<file path="src/rtl/ball_engine.sv">
// Breakout-style ball engine: serves the ball from the paddle and advances
// it one physics step per accepted frame tick. It bounces off the walls,
// scans the brick grid one brick per cycle, and handles paddle bounces,
// lost balls, game over and win.
module ball_engine #(
   parameter int SCREEN_W   = 640,
   parameter int SCREEN_H   = 480,
   parameter int BALL_SIZE  = 7,
   parameter int BRICK_ROWS = 5,
   parameter int BRICK_COLS = 5,
   parameter int BRICK_X0   = 40,
   parameter int BRICK_Y0   = 40,
   parameter int BRICK_W    = 80,
   parameter int BRICK_H    = 30,
   parameter int PITCH_X    = 120,
   parameter int PITCH_Y    = 50,
   parameter int PADDLE_Y   = 440,
   parameter int PADDLE_W   = 100,
   parameter int PADDLE_H   = 10,
   parameter int SPEED      = 4,
   parameter int LIVES      = 3
) (
   input  logic                                 clk,
   input  logic                                 reset,
   input  logic                                 frame_tick,
   input  logic                                 launch,
   input  logic [9:0]                           paddle_x,
   output logic [9:0]                           x_out,
   output logic [9:0]                           y_out,
   output logic                                 erase_enable,
   output logic [5:0]                           e_pos,
   output logic [BRICK_ROWS*BRICK_COLS-1:0]     active_mask,
   output logic [15:0]                          score,
   output logic [2:0]                           lives,
   output logic                                 game_over,
   output logic                                 win,
   output logic                                 busy,
   output logic                                 tick_overrun
);

   localparam int N = BRICK_ROWS * BRICK_COLS;
   localparam logic [9:0]         X_MAX    = 10'(SCREEN_W - BALL_SIZE);
   localparam logic signed [10:0] X_MAX_S  = $signed({1'b0, X_MAX});
   localparam logic [9:0]         Y_LOST   = 10'(SCREEN_H - BALL_SIZE);
   localparam logic [9:0]         SERVE_Y  = 10'(PADDLE_Y - BALL_SIZE - 1);
   localparam logic signed [10:0] SPD      = 11'(SPEED);
   localparam logic [5:0]         LAST_IDX = 6'(N - 1);
   localparam logic [5:0]         LAST_COL = 6'(BRICK_COLS - 1);

   typedef enum logic [2:0] {
      ST_SERVE, ST_IDLE, ST_STEP, ST_SCAN, ST_PADDLE, ST_LOST, ST_OVER, ST_WIN
   } state_t;

   state_t                state_q, state_d;
   logic [9:0]            x_q, x_d, y_q, y_d, cx_q, cx_d;
   logic signed [10:0]    dx_q, dx_d, dy_q, dy_d;
   logic [5:0]            idx_q, idx_d, row_q, row_d, col_q, col_d;
   logic [N-1:0]          mask_q, mask_d;
   logic [15:0]           score_q, score_d;
   logic [2:0]            lives_q, lives_d;
   logic                  erase_q, erase_d, ovr_q, ovr_d;
   logic [5:0]            epos_q, epos_d;

   // score counter that sticks at full scale instead of wrapping
   function automatic logic [15:0] sat_inc(input logic [15:0] v);
      return (v == 16'hFFFF) ? v : v + 16'd1;
   endfunction

   logic                  busy_w;
   logic signed [10:0]    nx, ny;
   logic [15:0]           bl, br, bt, bb, bx, by, pl, ctr, cxw;
   logic [9:0]            trk;
   logic [N-1:0]          sel;
   logic                  brick_hit, cx_in, paddle_hit, in_left, in_right;

   assign busy_w = (state_q == ST_STEP) || (state_q == ST_SCAN) || (state_q == ST_PADDLE);

   // candidate position after adding the velocity; wall handling decides what sticks
   assign nx = $signed({1'b0, x_q}) + dx_q;
   assign ny = $signed({1'b0, y_q}) + dy_q;

   // ball box and current brick box, widened so the edge sums cannot overflow
   assign bl  = {6'd0, x_q};
   assign br  = bl + 16'(BALL_SIZE);
   assign bt  = {6'd0, y_q};
   assign bb  = bt + 16'(BALL_SIZE);
   assign bx  = 16'(BRICK_X0) + 16'(col_q) * 16'(PITCH_X);
   assign by  = 16'(BRICK_Y0) + 16'(row_q) * 16'(PITCH_Y);
   assign sel = N'(1) << idx_q;
   assign cxw = {6'd0, cx_q};

   assign brick_hit = (|(mask_q & sel)) && (bl < bx + 16'(BRICK_W)) && (br > bx) &&
                      (bt < by + 16'(BRICK_H)) && (bb > by);
   // pre-step centre inside the brick's columns means the ball came in through top/bottom
   assign cx_in     = (cxw >= bx) && (cxw < bx + 16'(BRICK_W));

   assign pl  = {6'd0, paddle_x};
   assign trk = 10'(pl + 16'(PADDLE_W / 2) - 16'(BALL_SIZE / 2));
   assign ctr = bl + 16'(BALL_SIZE / 2);
   assign paddle_hit = (dy_q > 11'sd0) && (bb >= 16'(PADDLE_Y)) &&
                       (bt < 16'(PADDLE_Y + PADDLE_H)) &&
                       (bl < pl + 16'(PADDLE_W)) && (br > pl);
   assign in_left  = ctr < pl + 16'(PADDLE_W / 3);
   assign in_right = ctr >= pl + 16'(2 * PADDLE_W / 3);

   // state and datapath registers; reset drops straight back to a fresh serve
   always_ff @(posedge clk or negedge reset) begin
      if (!reset) begin
         state_q <= ST_SERVE;
         x_q     <= '0;
         y_q     <= '0;
         cx_q    <= '0;
         dx_q    <= '0;
         dy_q    <= '0;
         idx_q   <= '0;
         row_q   <= '0;
         col_q   <= '0;
         mask_q  <= '1;
         score_q <= '0;
         lives_q <= 3'(LIVES);
         erase_q <= 1'b0;
         epos_q  <= '0;
         ovr_q   <= 1'b0;
      end else begin
         state_q <= state_d;
         x_q     <= x_d;
         y_q     <= y_d;
         cx_q    <= cx_d;
         dx_q    <= dx_d;
         dy_q    <= dy_d;
         idx_q   <= idx_d;
         row_q   <= row_d;
         col_q   <= col_d;
         mask_q  <= mask_d;
         score_q <= score_d;
         lives_q <= lives_d;
         erase_q <= erase_d;
         epos_q  <= epos_d;
         ovr_q   <= ovr_d;
      end
   end

   // next-state and datapath updates for every game phase
   always_comb begin
      state_d = state_q;
      x_d     = x_q;
      y_d     = y_q;
      cx_d    = cx_q;
      dx_d    = dx_q;
      dy_d    = dy_q;
      idx_d   = idx_q;
      row_d   = row_q;
      col_d   = col_q;
      mask_d  = mask_q;
      score_d = score_q;
      lives_d = lives_q;
      erase_d = 1'b0;
      epos_d  = epos_q;
      ovr_d   = ovr_q | (frame_tick & busy_w);

      case (state_q)
         ST_SERVE: begin
            x_d = trk;
            y_d = SERVE_Y;
            if (launch) begin
               dx_d    = -SPD;
               dy_d    = -SPD;
               state_d = ST_IDLE;
            end
         end
         ST_IDLE: begin
            if (frame_tick) begin
               cx_d    = x_q + 10'(BALL_SIZE / 2);
               state_d = ST_STEP;
            end
         end
         ST_STEP: begin
            if (nx < 11'sd0) begin
               x_d  = '0;
               dx_d = -dx_q;
            end else if (nx > X_MAX_S) begin
               x_d  = X_MAX;
               dx_d = -dx_q;
            end else begin
               x_d = nx[9:0];
            end
            if (ny < 11'sd0) begin
               y_d  = '0;
               dy_d = -dy_q;
            end else begin
               y_d = ny[9:0];
            end
            idx_d   = '0;
            row_d   = '0;
            col_d   = '0;
            state_d = ST_SCAN;
         end
         ST_SCAN: begin
            if (brick_hit) begin
               mask_d  = mask_q & ~sel;
               erase_d = 1'b1;
               epos_d  = idx_q;
               score_d = sat_inc(score_q);
               if (cx_in) dy_d = -dy_q;
               else       dx_d = -dx_q;
               state_d = ST_PADDLE;
            end else if (idx_q == LAST_IDX) begin
               state_d = ST_PADDLE;
            end else begin
               idx_d = idx_q + 6'd1;
               if (col_q == LAST_COL) begin
                  col_d = '0;
                  row_d = row_q + 6'd1;
               end else begin
                  col_d = col_q + 6'd1;
               end
            end
         end
         ST_PADDLE: begin
            if (paddle_hit) begin
               dy_d = -SPD;
               if (in_left)       dx_d = -SPD;
               else if (in_right) dx_d = SPD;
            end
            if (y_q >= Y_LOST)        state_d = ST_LOST;
            else if (mask_q == '0)    state_d = ST_WIN;
            else                      state_d = ST_IDLE;
         end
         ST_LOST: begin
            lives_d = lives_q - 3'd1;
            dx_d    = '0;
            dy_d    = '0;
            state_d = (lives_q <= 3'd1) ? ST_OVER : ST_SERVE;
         end
         ST_OVER, ST_WIN: begin
            if (launch) begin
               mask_d  = '1;
               score_d = '0;
               lives_d = 3'(LIVES);
               state_d = ST_SERVE;
            end
         end
         default: state_d = ST_SERVE;
      endcase
   end

   assign x_out        = x_q;
   assign y_out        = y_q;
   assign erase_enable = erase_q;
   assign e_pos        = epos_q;
   assign active_mask  = mask_q;
   assign score        = score_q;
   assign lives        = lives_q;
   assign game_over    = (state_q == ST_OVER);
   assign win          = (state_q == ST_WIN);
   assign busy         = busy_w;
   assign tick_overrun = ovr_q;

endmodule

</file>
<file path="config.mk">
export PLATFORM = sky130hd
export DESIGN_NAME = ball_engine
export DESIGN_NICKNAME = d
export VERILOG_FILES = /design/src/rtl/ball_engine.sv
export SDC_FILE = /design/constraint.sdc
export NUM_CORES = 1
export LEC_CHECK = 0
export CAP_MARGIN = 20
export CORE_MARGIN = 4
export CORE_UTILIZATION = 52
export DETAILED_ROUTE_END_ITERATION = 10
export GPL_TIMING_DRIVEN = 0
export PLACE_DENSITY_LB_ADDON = 0.3
export SLEW_MARGIN = 0
export SYNTH_ARGS = -nofsm -noshare
export SYNTH_HDL_FRONTEND = slang
export SYNTH_SLANG_ARGS = --single-unit
</file>
<file path="constraint.sdc">
create_clock -name clk -period 13 [get_ports clk]
set_clock_uncertainty 0.15 [all_clocks]
set_input_delay 2.6 -clock clk [delete_from_list [all_inputs] [get_ports clk]]
set_output_delay 2.6 -clock clk [all_outputs]
set_load 0.01 [all_outputs]
</file>
==> metrics, run 1 <==
Yosys warning count 0; crit path DAT roughly 7.3 ns; Register Area 0.003162 mm²; fin crit period slightly above 7 ns; DR WL met2 16630 µm; Starting Density 0.5278; Final nets 1774; CTS Sinks 125; crit share post-route 0.5477; overall global routing resource usage 0.2722; Seq cells post-synth 125; Layout area overhead 14.98%; Reg clk slew, reported paths 0.07 ns; final WL 35990 µm; ratio of cells with drive above 1 in the final layout 0.06431; largest family of logic cells by synthesized area compound AO/OA/AOI/OAI gates; vias in the first global route ~11k; Yosys cell types 91; multi-input logic area about 0.0087 mm²; GP Congestion 0.9086; post-DR wirelength/cell 18.89 µm; Final Hold Fails 0; largest net degree at the start of global routing 83; total CTS buffers 17; port buffer count 85; Syn Area/Cell 8.445 µm²; first-pass GRT wire length 58420 µm; Seq/Total Area, Yosys 0.2552; antenna violations before repair 0; drt first pass iters 7; vias between 10k and 15k; clk buf depth 2; simple-gate share of the synthesized area 0.2013; wl on met1 15900 µm; Post-CTS Hold Fix Bufs 0; RSZ-0062 raised after global routing false; # fillers a little over 2k; Post-synth EDFFs 0; Syn Nets 1668; root buf cell clkbuf_16; Max Clk Rate 140.4 MHz; I/O pins 89; wire length on met3 2440 µm; max-slew violation count 0; worst slew pin tran 1.165 ns; Core Area 0.02347 mm²; Max-cap violations 0; row count 56; fraction of registers with async set/reset 1.000; synthesized-area fraction occupied by xor and xnor cells 0.07584; Final HPWL DP 27690 µm; mux cell area share after synthesis 0.01565; DIE AREA 0.02636 mm²; vias per cell roughly 6; CP Capture Type flop; post-route ant nets 0; CTS tree built; total gr overflow 0; Die Height 162.4 µm; Top FF cell, synth dfrtp_1; Worst Path Required 13.16 ns; Worst Path Max Fanout 10; post-CTS resize count 0; post-synthesis compound-gate area fraction 0.2117; worst hold path class flop to flop; Top Layer Used met4; synthesized netlist cell count 1467; # DRC 0; Critical Path Source Type flop; endpoints failing setup 0; postcts setup bufs 0; Die W ~160 µm; Post-Synth Adder-Cell Area 0.1961; htree depth 4; WS Path Type flop to flop; outcome finished, final reports clean; slew margin rel. 0.2203; antenna cell count 0; Clk Latency, worst-skew pair 0.43 ns; synthesized area 0.01239 mm²; drt first-iter violations 983; TNS Setup 0 ns
## stage by stage
| stage | hold slack (ns) | instances | util | instance area (µm²) | worst slack, ns |
|---|---|---|---|---|---|
| after detailed placement | 0.2994 | 1873 | 0.5828 | 13680 | 6.062 |
| after floorplan | 0.2922 | 1467 | - | 12390 | 7.269 |
| final | 0.3159 | 1905 | 0.6069 | 14240 | 5.880 |
| after global placement | 0.2935 | 1871 | 0.5811 | 13640 | 4.021 |
| after CTS | 0.3144 | 1905 | 0.6069 | 14240 | 5.964 |
| after global routing | 0.3379 | 1905 | 0.6069 | 14240 | 5.550 |
## kinds of logic after synthesis
family	Yosys count
AO/OA/AOI/OAI	392
XOR/XNOR	103
adder cells (fa/ha/maj)	187
buffers and inverters	142
flip-flops	125
multiplexers	18
AND/OR/NAND/NOR	500
## cells in the mapped netlist, types with 24 or more instances
library cell	instances	area, µm²
nand2_1	146	548.0
ha_1	175	2190
a21oi_1	111	555.5
dfrtp_1	98	2452
nand3_1	42	210.2
o211ai_1	24	180.2
dfstp_2	27	709.4
nor2_1	114	427.9
nor3_1	26	130.1
o21ai_0	74	370.4
clkbuf_1	43	161.4
inv_1	81	304.0
xnor2_1	69	604.3
xor2_1	29	254.0
## flip-flops by register name, summed over array words and instances, names as in the netlist
signal,count
active_mask,25
col_q,6
cx_q,10
dx_q,11
dy_q,11
e_pos,6
erase_enable,1
idx_q,6
lives,3
row_q,6
score,16
state_q,3
tick_overrun,1
x_out,10
y_out,10
## worst max-delay path, stage by stage (launching register included)
cell and delay [ns]:
dfrtp_1 0.57, inv_1 0.21, fa_1 0.51, fa_1 0.51
inv_1 0.04, ha_1 0.37, xor2_2 0.27, nor3_1 0.52
nor3_1 0.19, nor2_1 0.33, ha_1 0.32, nand4_1 0.12
nor4_1 0.08, a211o_1 0.32, a311oi_1 0.40, o21ai_0 0.26
a2111oi_4 0.60, nand3_1 0.23, nor2_1 0.40, buf_4 0.26
mux2_1 0.33
## layer usage
layer  vias to the layer above  global-route usage
li1                       5562                   -
met1                      5553              0.3716
met2                       514              0.4447
met3                        87             0.04530
met4                         0             0.08458
met5                         -                   0
## cell usage in the layout (no fill, tap or decap), types with 17 or more instances in the layout
cell and instances:
o211ai_1 24, nand2_1 146, a21o_1 20, o22a_1 17, clkdlybuf4s50_1 84, dfrtp_1 98, a31oi_1 21, xor2_1 29
nand3_1 42, dfstp_2 27, xnor2_1 69, nor3_1 26, and3_1 23, clkbuf_1 45, inv_1 81, a21oi_1 111
nor4_1 18, nand2b_1 20, ha_1 175, nor2_1 114, o21ai_0 74, clkbuf_16 17, nand4_1 18, nor2b_1 20
## area by class of cell
cell class	count	area share
multi-input combinational	1200	0.6093
sequential	125	0.2220
timing repair buffer	87	0.06254
clock buffer	19	0.03039
tap	319	0.02802
inverter	84	0.02213
buffer	58	0.01634
clock inverter	13	0.009310
## path summary, 6_finish.rpt
kind | from | endpoint | slack, ns | depth (start not counted)
max | col_q[2]$_DFFE_PN0P_ | e_pos[1]$_DFFE_PN0P_ | 5.88 | 20
min | tick_overrun$_DFF_PN0_ | tick_overrun$_DFF_PN0_ | 0.32 | 1
max reg2reg | col_q[2]$_DFFE_PN0P_ | e_pos[1]$_DFFE_PN0P_ | 5.88 | 20
min reg2reg | tick_overrun$_DFF_PN0_ | tick_overrun$_DFF_PN0_ | 0.32 | 1
max in group asynchronous | reset | active_mask[24]$_DFFE_PN1P_ | 9.92 | 2
min in group asynchronous | reset | row_q[5]$_DFFE_PN0P_ | 1.95 | 1
Power of run 1 is left out: the tool's default activity adds up to more than one toggle a clock period on the data nets, which glitch-free logic cannot reach.
==> run 2: changes to the inputs <==
==> constraint.sdc (replaced) <==
create_clock -name clk -period 7.3 [get_ports clk]
set_clock_uncertainty 0.15 [all_clocks]
set_input_delay 1.46 -clock clk [delete_from_list [all_inputs] [get_ports clk]]
set_output_delay 1.46 -clock clk [all_outputs]
set_load 0.01 [all_outputs]
==> metrics, run 2 (synthesis results as in run 1) <==
outcome finished, final reports clean; endpoints failing setup 0 (unchanged); clk buf depth 2 (unchanged); vias per cell 6.170 (+0.32%); Worst Path Max Fanout 10 (unchanged); Reg clk slew, reported paths 0.07 ns (about the same); vias in the first global route 11.47k (unchanged); Layout area overhead 15.13%; worst slack, placed 0.3618 ns (-5.700 ns); worst hold path class flop to flop; Clk Latency, worst-skew pair 0.43 ns (about the same); most common cell after layout, fill and taps aside ha_1; Post-CTS Hold Fix Bufs 0 (unchanged); Final nets 1774 (unchanged); ratio of cells with drive above 1 in the final layout 0.06557 (+0.001261); crit share post-route 0.9437 (+0.3960); antenna cell count 0 (unchanged); Final Hold Fails 0 (unchanged); # DRC 0 (unchanged); first-pass GRT wire length 58420 µm (unchanged); Worst Path Required 7.46 ns (-5.70 ns); DR WL met2 16730 µm (+0.63%); post-route ant nets 0 (unchanged); Max-cap violations 0 (unchanged); GP Congestion 0.9086 (unchanged); DIE AREA 0.02636 mm² (unchanged); Critical Path Source Type flop; port buffer count 85 (unchanged); row count 56 (unchanged); worst slew pin tran 1.126 ns (-0.03876 ns); drt first-iter violations 998 (+1.5%); crit path DAT 7.05 ns (-0.23 ns); CTS tree built; slew margin rel. 0.2463 (+0.02594); wl on met1 15700 µm (-1.3%); Top Layer Used met4; total gr overflow 0 (unchanged); total CTS buffers 17 (unchanged); overall global routing resource usage 0.2722 (unchanged); final WL 36060 µm (+0.21%); max-slew violation count 0 (unchanged); drt first pass iters 9 (+2); RSZ-0062 raised after global routing false; CTS Sinks 125 (unchanged); vias 11.75k (+0.32%); most frequent cells in the layout ha_1, nand2_1, nor2_1; postcts setup bufs 0 (unchanged); antenna violations before repair 0 (unchanged); post-layout util 0.6077 (+0.0008000); Die Height 162.4 µm (unchanged); htree depth 4 (unchanged); Core Area 0.02347 mm² (unchanged); largest net degree at the start of global routing 83 (unchanged); fin crit period 6.889 ns (-0.2311 ns); Final HPWL DP 27690 µm (unchanged); CP Capture Type flop; Die W 162.4 µm (unchanged); WS Path Type flop to flop; post-DR wirelength/cell 18.93 µm (+0.21%); wire length on met3 2614 µm (+7.1%); Starting Density 0.5278 (unchanged); max reg flops 25 (unchanged); root buf cell clkbuf_16; post-CTS resize count 0 (unchanged); Max Clk Rate 145.2 MHz (+3.4%); I/O pins 89 (unchanged); worst setup margin 0.4110 ns (-5.469 ns)
==> run 2: cell count changes in the layout (fill, tap and decap cells not counted) <==
cell,change
nor3_2,+1
nor3_1,-1
nor2_2,+1
xor2_4,+1
nor2_1,-1
xor2_2,-1
==> run 2: per-layer routing <==
layer  global-route usage  vias to the layer above
met5                    0                        -
met4              0.08458                        0
met3              0.04530                       87
met2               0.4447                      518
met1               0.3716                     5588
li1                     -                     5560
==> run 2: final timing paths <==
kind / start / end / slack (ns) / cells after the start
setup / recovery: col_q[3]$_DFFE_PN0P_ / e_pos[1]$_DFFE_PN0P_ / 0.41 / 19
hold / removal: tick_overrun$_DFF_PN0_ / tick_overrun$_DFF_PN0_ / 0.32 / 1
setup reg to reg: col_q[3]$_DFFE_PN0P_ / e_pos[1]$_DFFE_PN0P_ / 0.41 / 19
hold reg to reg: tick_overrun$_DFF_PN0_ / tick_overrun$_DFF_PN0_ / 0.32 / 1
max in group asynchronous: reset / active_mask[24]$_DFFE_PN1P_ / 5.36 / 2
min in group asynchronous: reset / row_q[5]$_DFFE_PN0P_ / 0.80 / 1
==> run 2: stage by stage <==
| step | setup TNS (ns) | instances | hold slack [ns] | instance area (µm²) |
|---|---|---|---|---|
| final | 0 | 1905 | 0.3153 | 14260 |
| after global routing | 0 | 1905 | 0.3379 | 14260 |
| after CTS | 0 | 1905 | 0.3144 | 14240 |
| after detailed placement | 0 | 1873 | 0.2994 | 13680 |
| after global placement | -51.52 | 1871 | 0.2935 | 13640 |
| after floorplan | 0 | 1467 | 0.2922 | 12390 |
==> run 2: critical path, cell delays in order, from the launching register on <==
cell and delay [ns]:
dfrtp_1 0.49, inv_1 0.31, fa_1 0.49, fa_1 0.51
inv_1 0.04, ha_1 0.40, xor2_4 0.26, or4_1 0.59
xor2_2 0.32, ha_1 0.31, nand4_1 0.12, nor4_1 0.08
a211o_1 0.33, a311oi_1 0.41, o21ai_0 0.26, a2111oi_4 0.59
nand3_1 0.25, nor2_2 0.29, buf_4 0.24, mux2_1 0.33
==> run 2: cell type report <==
| cell class | instances | area [µm²] |
|---|---|---|
| plain buffers | 58 | 232.7 |
| clock inverters | 13 | 132.6 |
| repair buffers | 87 | 890.9 |
| fillers | 2019 | 9209 |
| multi-input cells | 1200 | 8698 |
| well taps | 319 | 399.1 |
| clock buffers | 19 | 432.9 |
| flip-flops and latches | 125 | 3162 |
| inverters | 84 | 315.3 |
Power of run 2 is left out for the same reason.
